`config.mk`:
```
export PLATFORM = sky130hd
export DESIGN_NAME = seq_detect_ctrl
export DESIGN_NICKNAME = d
export VERILOG_FILES = /design/src/rtl/seq_detect_pkg.sv /design/src/rtl/seq_detect_core.sv /design/src/rtl/seq_detect_ctrl.sv
export SDC_FILE = /design/constraint.sdc
export NUM_CORES = 1
export LEC_CHECK = 0
export ABC_CLOCK_PERIOD_IN_PS = 2770
export CAP_MARGIN = 10
export CORE_UTILIZATION = 42
export DETAILED_ROUTE_END_ITERATION = 16
export HOLD_SLACK_MARGIN = 0.15
export PLACE_DENSITY = 0.7
export SYNTH_ARGS = -nofsm -noshare
export SYNTH_HDL_FRONTEND = slang
export SYNTH_HIERARCHICAL = 1
export SYNTH_SLANG_ARGS = --single-unit
```
`constraint.sdc`:
```
create_clock -name clk -period 2.77 [get_ports clk]
set_input_delay 0.554 -clock clk [delete_from_list [all_inputs] [get_ports clk]]
set_output_delay 0.554 -clock clk [all_outputs]
set_load 0.02 [all_outputs]
```
`src/rtl/seq_detect_pkg.sv`:
```
// Shared types for the serial "1101" detector controller.
// FSM and detector state encodings plus the target pattern.
package seq_detect_pkg;

  typedef enum logic {
    IDLE,
    SHIFT
  } fsm_e;

  typedef enum logic [1:0] {
    S0,
    S1,
    S11,
    S110
  } det_e;

  localparam logic [3:0] PATTERN = 4'b1101;

endpackage

```
`src/rtl/seq_detect_core.sv`:
```
// Overlapping Mealy detector for PATTERN, one bit per enabled cycle.
// State is frozen while en is low so matches can span idle gaps.
module seq_detect_core
  import seq_detect_pkg::*;
(
  input  logic clk,
  input  logic reset,
  input  logic en,
  input  logic din,
  output logic y
);

  det_e st_q, st_d;

  always_ff @(posedge clk) begin
    if (!reset) st_q <= S0;
    else        st_q <= st_d;
  end

  always_comb begin
    st_d = st_q;
    y    = 1'b0;
    if (en) begin
      unique case (st_q)
        S0:   st_d = (din == PATTERN[3]) ? S1 : S0;
        S1:   st_d = (din == PATTERN[2]) ? S11 : S0;
        S11:  st_d = (din == PATTERN[1]) ? S110 : S11;
        S110: begin
          if (din == PATTERN[0]) begin
            y    = 1'b1;
            st_d = S1;
          end else begin
            st_d = S0;
          end
        end
        default: st_d = S0;
      endcase
    end
  end

endmodule

```
`src/rtl/seq_detect_ctrl.sv`:
```
// Word-to-bit serializer feeding the pattern detector,
// with a saturating hit counter and a sticky threshold irq.
module seq_detect_ctrl
  import seq_detect_pkg::*;
#(
  parameter int DATA_W = 8,
  parameter int CNT_W  = 8
) (
  input  logic              clk,
  input  logic              reset,
  input  logic              in_valid,
  output logic              in_ready,
  input  logic [DATA_W-1:0] in_data,
  input  logic [CNT_W-1:0]  thresh,
  input  logic              clr_cnt,
  output logic              ser_bit,
  output logic              hit,
  output logic [CNT_W-1:0]  hit_cnt,
  output logic              irq,
  output logic              busy
);

  localparam int IDX_W = $clog2(DATA_W);
  localparam logic [IDX_W-1:0] IDX_TOP = IDX_W'(DATA_W - 1);
  localparam logic [CNT_W-1:0] CNT_MAX = {CNT_W{1'b1}};

  fsm_e              fsm_q, fsm_d;
  logic [DATA_W-1:0] sh_q, sh_d;
  logic [IDX_W-1:0]  idx_q, idx_d;
  logic [CNT_W-1:0]  cnt_q, cnt_d;
  logic              irq_q, irq_d;
  logic              accept;

  always_ff @(posedge clk) begin
    if (!reset) begin
      fsm_q <= IDLE;
      sh_q  <= '0;
      idx_q <= '0;
      cnt_q <= '0;
      irq_q <= 1'b0;
    end else begin
      fsm_q <= fsm_d;
      sh_q  <= sh_d;
      idx_q <= idx_d;
      cnt_q <= cnt_d;
      irq_q <= irq_d;
    end
  end

  always_comb begin
    busy     = (fsm_q == SHIFT);
    in_ready = !busy || (idx_q == '0);
    ser_bit  = busy ? sh_q[idx_q] : 1'b0;
    accept   = in_valid && in_ready;
    fsm_d    = fsm_q;
    sh_d     = sh_q;
    idx_d    = idx_q;
    unique case (fsm_q)
      IDLE: begin
        if (accept) begin
          fsm_d = SHIFT;
          sh_d  = in_data;
          idx_d = IDX_TOP;
        end
      end
      SHIFT: begin
        if (idx_q != '0) begin
          idx_d = idx_q - 1'b1;
        end else if (accept) begin
          sh_d  = in_data;
          idx_d = IDX_TOP;
        end else begin
          fsm_d = IDLE;
        end
      end
      default: fsm_d = IDLE;
    endcase
  end

  // A hit coinciding with clr_cnt is dropped: clear takes priority.
  always_comb begin
    cnt_d = cnt_q;
    irq_d = irq_q;
    if (clr_cnt) begin
      cnt_d = '0;
      irq_d = 1'b0;
    end else if (hit && cnt_q != CNT_MAX) begin
      cnt_d = cnt_q + 1'b1;
      if (thresh != '0 && cnt_d == thresh) irq_d = 1'b1;
    end
  end

  seq_detect_core u_core (
    .clk   (clk),
    .reset (reset),
    .en    (busy),
    .din   (ser_bit),
    .y     (hit)
  );

  assign hit_cnt = cnt_q;
  assign irq     = irq_q;

endmodule
```
==> Yosys cells after proc, flatten, opt, wreduce, memory -nomap -nowiden <==
Index checks and enable logic that the tools add are counted.
{ "word_totals": {"regBits": 23, "inputBits": 20, "word_cells": 48} }
{ "classes": {"addsub": 2, "n_lt_le_gt_ge": 1, "n_eq_ne": 6, "muxes": 19, "n_bitwise": 2, "n_reduce_logical": 12} }
{ "ops": {"columns": ["op", "n"], "rows": [
  ["$mux W8", 2],
  ["$pmux W8 S2", 1],
  ["$mux W1", 9],
  ["$add A8 B1 Y8 const B", 1],
  ["$eq A8 B8 Y1", 1],
  ["$ne A8 B8 Y1 const B", 1],
  ["$reduce_bool A8 Y1", 1],
  ["$mux W3", 2],
  ["$pmux W2 S3", 1],
  ["$pmux W3 S2", 1],
  ["$eq A2 B2 Y1 const B", 2],
  ["$lt A3 B4 Y1 const B", 1],
  ["$reduce_or A2 Y1", 2],
  ["$bmux W1 S3", 1],
  ["$logic_and A1 B1 Y1", 3],
  ["$logic_not A3 Y1", 1],
  ["$reduce_bool A3 Y1", 1],
  ["$sub A3 B1 Y3 const B", 1],
  ["$eq A2 B1 Y1 const B", 1],
  ["$logic_not A2 Y1", 1],
  ["$mux W2", 1],
  ["$ne A2 B2 Y1 const B", 1],
  ["$not A1 Y1", 2],
  ["$pmux W1 S2", 1],
  ["3 further kinds", 3]
]} }

==> Logic depth before layout (Yosys ltp) <==
Gate-level depths: netlist of the first run.
{ "logic_depth": {"depth_word": 8, "depth_mapped": 8, "ltp_nobuf": 8} }

==> Modules after synthesis <==
Netlist of the first run, hierarchy kept.
{ "modules_own_cells": {"columns": ["mod", "n_inst", "cells_each", "area_per_inst_um2", "seq_area_each_um2"], "rows": [
  ["seq_detect_ctrl", 1, 135, 1151.1, 420.4],
  ["seq_detect_core", 1, 14, 132.6, 40.0]
]} }

==> Worst setup path after synthesis of the first run <==
No wires, ideal clock.
{ "synth_path": {"path_type": "reg-to-reg", "from": "register idx_q[0]", "to": "register cnt_q[7] (netlist: hit_cnt[7])", "setup_time_ns": 0.114, "arrival_time_ns": 2.186, "t_required_ns": 2.656, "path_slack_ns": 0.469, "path_stages_with_launch": 9, "synth_period_minus_slack_ns": 2.301, "path_cell_list": "dfxtp_1 > mux4_2 > mux2i_1 > nor2b_1 > and3_2 > o21ai_4 > or3_1 > xor2_1 > nor2_1"} }
{ "synth_via": {"elab_chain_cells": 7} }
{ "synth_lines": {"columns": ["item", "line_no", "source"], "rows": [
  ["start: declaration", "seq_detect_ctrl.sv:29", "logic [IDX_W-1:0] idx_q, idx_d;"],
  ["start signal: assignment", "seq_detect_ctrl.sv:44", "idx_q <= idx_d;"],
  ["$bmux W1 S3", "seq_detect_ctrl.sv:53", "ser_bit = busy ? sh_q[idx_q] : 1'b0;"],
  ["$mux W1 (not written as such)", "seq_detect_ctrl.sv:53", null],
  ["$mux W1", "seq_detect_ctrl.sv:53", null],
  ["net ser_bit", "seq_detect_ctrl.sv:16", "output logic ser_bit,"],
  ["$mux W1", "seq_detect_core.sv:29", "if (din == PATTERN[0]) begin"],
  ["$mux W1", "seq_detect_core.sv:24", "unique case (st_q)"],
  ["$mux W1", "seq_detect_core.sv:23", "if (en) begin"],
  ["net hit", "seq_detect_ctrl.sv:17", "output logic hit,"],
  ["$logic_and A1 B1 Y1", "seq_detect_ctrl.sv:87", "end else if (hit && cnt_q != CNT_MAX) begin"],
  ["end signal: assignment", "seq_detect_ctrl.sv:45", "cnt_q <= cnt_d;"],
  ["end: declaration", "seq_detect_ctrl.sv:30", "logic [CNT_W-1:0] cnt_q, cnt_d;"]
]} }
The timed path passes the listed nets, and every way through them passes these cells. The select of a mux whose other input is x is not followed.
A chain may end at the register's enable or synchronous reset.

==> Final worst setup path of the first run <==
{ "layout_path": {"from": "register idx_q[0]", "to": "output port hit"} }
{ "layout_via": {"elab_chain_cells": 6} }
{ "layout_lines": {"columns": ["item", "line_no"], "rows": [
  ["$bmux W1 S3", "seq_detect_ctrl.sv:53"],
  ["$mux W1 (not written as such)", "seq_detect_ctrl.sv:53"],
  ["$mux W1", "seq_detect_ctrl.sv:53"],
  ["$mux W1", "seq_detect_core.sv:29"],
  ["$mux W1", "seq_detect_core.sv:24"],
  ["$mux W1", "seq_detect_core.sv:23"],
  ["end: declaration", "seq_detect_ctrl.sv:17"]
]} }
No other way between the ends. The select of a mux whose other input is x is not followed.

==> reports/qor.yml, run 1 <==
place:
  port_buffers: 32
  gp_congestion: 0.814
  place_area_um2: 1630
  dp_hpwl_um: 2130
routing:
  first_pass_iters: 11
  postRouteAntennaNets: 0
  drc: 5
  vias: 1129
  drt-wirelength-per-cell_um: 12.9
  via_per_inst: 5.30
  drt_iter0_markers: 40
  routed_wl_um: 2760
clock_tree:
  ctsHtreeMaxLevel: 1
  clkLatencyLatePin_ns: 0.30
  cts_resized: 2
  post_cts_buffers: 0
  clk_pin_slew_ns: 0.13
  cts.path.max_buffers: 2
  cts_sinks: 23
  hold_buffers: 0
  cts_buffers: 3
  clock-root-buffer: "clkbuf_4"
  cts_tree: "done"
sta:
  rsz0062_at_grt: "false"
  post-route-min-period_ns: 2.63
  slew_viol_final: 0
  fin_worst_skew_ns: 0.00603
  timing.fmax_mhz: 381
  relSlewSlack_pct: 72.9
  fin_crit_sh_pct: 94.8
  finalSetupViolCount: 0
  worstMarginPinSlew_ns: 0.406
  hold_viol: 0
  finalSetupTns_ns: 0
yosys:
  syn_inst: 149
  ys_seq_elements: 23
  synth.area.top_cells: "dfxtp_1 36%, xnor2_1 8.9%, nand2_1 6.1%, ha_1 5.8%, a21oi_1 5.1%"
  synth_commonest_cells: "23 x dfxtp_1, 21 x nand2_1, 16 x nor2_1"
  synth_top_area_cell: "dfxtp_1"
  synth.most_common_cell: "dfxtp_1"
  syn-num-nets: 175
  seq_area_frac_synth_pct: 35.9
  synth_area_per_cell_um2: 8.62
  synth_top_area_share_pct: 35.9
  async_reset_ff_share_pct: 0
  synth_cell_types: 38
  synth_area_um2: 1280
  yosys_warnings: 6
  synthFlopType: "dfxtp_1"
  synth_edf_count: 0
floorplanning:
  die_h_um: 57.3
  io_pins: 33
  core_um2: 2830
  start_util_pct: 45.4
  fp-row-count: 19
  dieArea_um2: 3280
  die_width_um: 57.3
layout:
  antenna_cells: 0
  final_net_count: 209
  drive_gt1_share_pct: 8.24
  area_delta_synth_final_pct: 28.9
  final_area_um2: 1650
run:
  maxCapViolations: 0
min_path:
  hp-class: "register to register"
worst_setup_path:
  worstPathRequired_ns: 2.22
  critical-path-slowest-cell: "mux4_2"
  reg2reg_to: "hit_cnt[7]$_SDFFE_PP0P_"
  cp_top_family: "multiplexers"
  cp_cell_sequence: "mux4_2, mux2i_1, nor2b_2, and3_2, dlygate4sd2_1"
  cp_max_fo: 4
  critPathKind: "register to output pin"
  slowest_delay_ns: 0.51
  ff2ff_setup_slack_ns: 0.72
  crit_path_end_kind: "output pin"
  crit_buf_inv: 1
  arrival_ns: 2.07
  r2r-start: "idx_q[0]$_SDFF_PN0_"
  crit_start: "idx_q[0]$_SDFF_PN0_"
  start_kind: "register"
  crit_end: "hit"
  r2r_cells: 8
  cp_num_cells: 5
grt:
  grt_pass1_wl_um: 4740
  met1_usage_pct: 22.8
  antenna_found_initial: 0
  busiest_layer: "met2"
  grt_max_degree: 13
  track_usage_pct: 18.3
  grt_use_met2_pct: 32.4
  grt_use_met3_pct: 2.27
  overflow: 0
  grt_pass1_vias: 1122
pwr:
  swShare_pct: 26.5
  leakagePower_nw: 0.600
  pwr_density_cell_nw_per_um2: 387
  p_switching_mw: 0.169
  seqPwrFrac_pct: 56.5
  clockPowerShare_pct: 24.0
  internal_power_mw: 0.470
  peakVddDrop_v: 0.000287
  comb_power_share_pct: 19.4
  power_mw: 0.640
status:
  outcome: "finished, violations left"
  violations: "design-rule violations"
through the flow:
stage / hold slack (ns) / utilization [%] / std cells / worst slack, ns
after detailed placement: 0.448 / 57.5 / 209 / 0.289
after global placement: 0.439 / 57.5 / 209 / 0.286
after floorplan: 0.433 / - / 149 / 0.469
after CTS: 0.465 / 58.5 / 213 / 0.132
final: 0.461 / 58.5 / 213 / 0.144
after global routing: 0.489 / 58.5 / 213 / 0.0427
layout by cell type, fill, tap and decap left out, drive strengths merged, types with 2 or more instances in the layout:
cell and instances:
a211oi 4, a21oi 14, clkbuf 4, clkdlybuf4s50 31, dfxtp 23, ha 6
inv 7, mux2i 4, mux4 2, nand2 21, nand2b 2, nand3 3
nand4 2, nor2 16, nor2b 2, nor3 2, nor4 2, o21ai 7
xnor2 13, xor2 4
how the worst min path moves through the flow:
stage | startpoint | to | slack, ns | depth (start not counted)
2_1_floorplan | sh_q[2]$_SDFFE_PN0P_ | sh_q[2]$_SDFFE_PN0P_ | 0.43 | 2
3_3_place_gp | sh_q[0]$_SDFFE_PN0P_ | sh_q[0]$_SDFFE_PN0P_ | 0.44 | 2
3_5_place_dp | sh_q[4]$_SDFFE_PN0P_ | sh_q[4]$_SDFFE_PN0P_ | 0.45 | 2
4_1_cts | sh_q[4]$_SDFFE_PN0P_ | sh_q[4]$_SDFFE_PN0P_ | 0.47 | 2
5_1_grt | sh_q[4]$_SDFFE_PN0P_ | sh_q[4]$_SDFFE_PN0P_ | 0.49 | 2
6_report | sh_q[4]$_SDFFE_PN0P_ | sh_q[4]$_SDFFE_PN0P_ | 0.46 | 2
worst min-delay path, cell delays in order, from the launching register on:
cell	delay, ns
dfxtp_1	0.33
nand2_1	0.05
a21oi_1	0.05
flip-flops by register name (all words and copies together), names as in the netlist:
register,cells
busy,1
sh_q,8
irq,1
idx_q,3
u_core/st_q,2
hit_cnt,8
per-layer routing:
layer | share of wire (%) | up-vias
met4 | 0.69 | 0
met3 | 4.4 | 2
met2 | 51 | 30
met1 | 44 | 523
met5 | 0 | -
li1 | - | 574
layout make-up:
type,instances,area (um^2)
fillers,284,1170
multi-input cells,115,776
flip-flops and latches,23,460
repair buffers,33,327
well taps,31,38.8
clock buffers,4,26.3
inverters,7,26.3
power groups by stage:
stage | combinational, mW | clock, mW | sequential [mW]
2_1_floorplan | 0.0716 | 0 | 0.367
3_3_place_gp | 0.119 | 0 | 0.367
3_5_place_dp | 0.124 | 0 | 0.369
4_1_cts | 0.125 | 0.158 | 0.362
5_1_grt | 0.138 | 0.170 | 0.364
6_report | 0.124 | 0.154 | 0.362
cells by family (layout without fill, tap and decap cells):
group	Yosys count	count (layout)	synth area share, %
DFF	23	23	35.9
AOI/OAI and AO/OA	29	29	14.5
adders and majority gates	6	6	5.85
and+or+nand+nor	57	57	21.6
muxes	6	6	6.63
buffers and inverters	11	44	3.90
xor gates and xnor gates	17	17	11.6
No activity file was read; power rests on OpenSTA's default activity.
==> run 2, diff against run 1 <==
--- a/config.mk
+++ b/config.mk
@@ -7,10 +7,10 @@
 export LEC_CHECK = 0
 export ABC_CLOCK_PERIOD_IN_PS = 2770
 export CAP_MARGIN = 10
-export CORE_UTILIZATION = 42
+export CORE_UTILIZATION = 50
 export DETAILED_ROUTE_END_ITERATION = 16
 export HOLD_SLACK_MARGIN = 0.15
-export PLACE_DENSITY = 0.7
+export PLACE_DENSITY = 0.82
 export SYNTH_ARGS = -nofsm -noshare
 export SYNTH_HDL_FRONTEND = slang
 export SYNTH_HIERARCHICAL = 1
==> reports/qor.yml, run 2 (synthesized netlist as in run 1, its figures left out) <==
routing:
  drc: 0
  drt_iter0_markers: 22
  drt-wirelength-per-cell_um: 13.0
  postRouteAntennaNets: 0
  routed_wl_um: 2730
  vias: 1158
  first_pass_iters: 5
  via_per_inst: 5.54
pwr:
  comb_power_share_pct: 19.0
  peakVddDrop_v: 0.000358
  clockPowerShare_pct: 24.7
  pwr_density_cell_nw_per_um2: 391
  p_switching_mw: 0.175
  leakagePower_nw: 0.596
  internal_power_mw: 0.469
  seqPwrFrac_pct: 56.4
  swShare_pct: 27.2
sta:
  relSlewSlack_pct: 73.9
  finalSetupViolCount: 0
  slew_viol_final: 0
  hold_viol: 0
  fin_crit_sh_pct: 94.8
  worstMarginPinSlew_ns: 0.391
  finalSetupTns_ns: 0
  timing.fmax_mhz: 381
  whs_ns: 0.467
  rsz0062_at_grt: "false"
  post-route-min-period_ns: 2.63
  fin_worst_skew_ns: 0.00153
worst_setup_path:
  worstPathRequired_ns: 2.22
  crit_path_end_kind: "output pin"
  r2r-start: "idx_q[0]$_SDFF_PN0_"
  start_kind: "register"
  reg2reg_to: "hit_cnt[7]$_SDFFE_PP0P_"
  ff2ff_setup_slack_ns: 0.63
  arrival_ns: 2.07
  crit_end: "hit"
  critPathKind: "register to output pin"
  r2r_cells: 8
  crit_start: "idx_q[0]$_SDFF_PN0_"
  cp_max_fo: 4
clock_tree:
  clock-root-buffer: "clkbuf_4"
  cts.path.max_buffers: 2
  ctsHtreeMaxLevel: 1
  cts_buffers: 3
  clkLatencyLatePin_ns: 0.30
  cts_sinks: 23
  cts_tree: "done"
  clk_pin_slew_ns: 0.13
  post_cts_buffers: 0
grt:
  grt_pass1_vias: 1021
  track_usage_pct: 21.4
  grt_pass1_wl_um: 4420
  grt_max_degree: 13
  overflow: 0
  antenna_found_initial: 0
floorplanning:
  start_util_pct: 55.4
  die_width_um: 52.7
  die_h_um: 52.7
  core_um2: 2320
  fp-row-count: 17
  dieArea_um2: 2770
  io_pins: 33
status:
  outcome: "finished, final reports clean"
place:
  gp_congestion: 0.863
  dp_hpwl_um: 2090
  port_buffers: 32
  dp_cells: 205
layout:
  drive_gt1_share_pct: 7.73
  utilization_pct: 70.9
  final_net_count: 208
  finalNonFillerCells: 209
  antenna_cells: 0
  layout_common_cells: "31 x clkdlybuf4s50_1, 23 x dfxtp_1, 21 x nand2_1"
  area_delta_synth_final_pct: 28.1
  layout_commonest_cell: "clkdlybuf4s50_1"
min_path:
  hp-class: "register to register"
run:
  maxCapViolations: 0
-- run 2: final cells by class --
class                           instances  area (um^2)
Inverter                                7         26.3
Timing Repair Buffer                   32          319
Fill cell                             197          674
Tap cell                               28         35.0
Clock buffer                            4         26.3
Multi-Input combinational cell        115          777
Sequential cell                        23          460
-- run 2: stage by stage --
stage / total power [mW] / worst slack, ns / instance area (um^2)
detailed placement: 0.491 / 0.271 / 1620
global route: 0.679 / 0.0637 / 1640
finish: 0.643 / 0.144 / 1640
floorplan: 0.438 / 0.469 / 1280
CTS: 0.644 / 0.130 / 1640
global placement: 0.484 / 0.297 / 1620
-- run 2: timing repair --
action / 4_1_cts / 5_1_grt
hold buffers: 0 / 0
resized for setup: 1 / 1
setup endpoints to repair: 1 / 1
cloned: 0 / 0
-- run 2: how the worst min path moves through the flow --
| stage | from | endpoint | slack, ns | depth (start not counted) |
|---|---|---|---|---|
| final | sh_q[6]$_SDFFE_PN0P_ | sh_q[6]$_SDFFE_PN0P_ | 0.47 | 2 |
| after detailed placement | sh_q[6]$_SDFFE_PN0P_ | sh_q[6]$_SDFFE_PN0P_ | 0.45 | 2 |
| after global routing | sh_q[1]$_SDFFE_PN0P_ | sh_q[1]$_SDFFE_PN0P_ | 0.50 | 2 |
| after global placement | sh_q[4]$_SDFFE_PN0P_ | sh_q[4]$_SDFFE_PN0P_ | 0.44 | 2 |
| after CTS | sh_q[6]$_SDFFE_PN0P_ | sh_q[6]$_SDFFE_PN0P_ | 0.47 | 2 |
| after floorplan | sh_q[2]$_SDFFE_PN0P_ | sh_q[2]$_SDFFE_PN0P_ | 0.43 | 2 |
-- run 2: worst max-delay path, stage by stage, from the launching register on --
cell           delay [ns]
dfxtp_1              0.42
mux4_2               0.51
mux2i_1              0.16
nor2b_1              0.11
and3_2               0.24
dlygate4sd2_1        0.32
-- run 2: power by group through the flow --
| stage | combinational (mW) | sequential [mW] | clock [mW] |
|---|---|---|---|
| 4_1_cts | 0.122 | 0.362 | 0.160 |
| 6_report | 0.122 | 0.363 | 0.159 |
| 3_3_place_gp | 0.116 | 0.368 | 0 |
| 3_5_place_dp | 0.121 | 0.369 | 0 |
| 2_1_floorplan | 0.0716 | 0.367 | 0 |
| 5_1_grt | 0.135 | 0.365 | 0.178 |
-- run 2: metal layers --
layer  wire length (um)  share of wire (%)  vias to the layer above  global-route usage [%]
li1                   -                  -                      572                       -
met1               1300                 48                      553                    29.1
met5                  0                  0                        -                       0
met2               1300                 48                       31                    34.6
met3                112                4.1                        2                    2.61
met4                 19               0.70                        0                    7.46
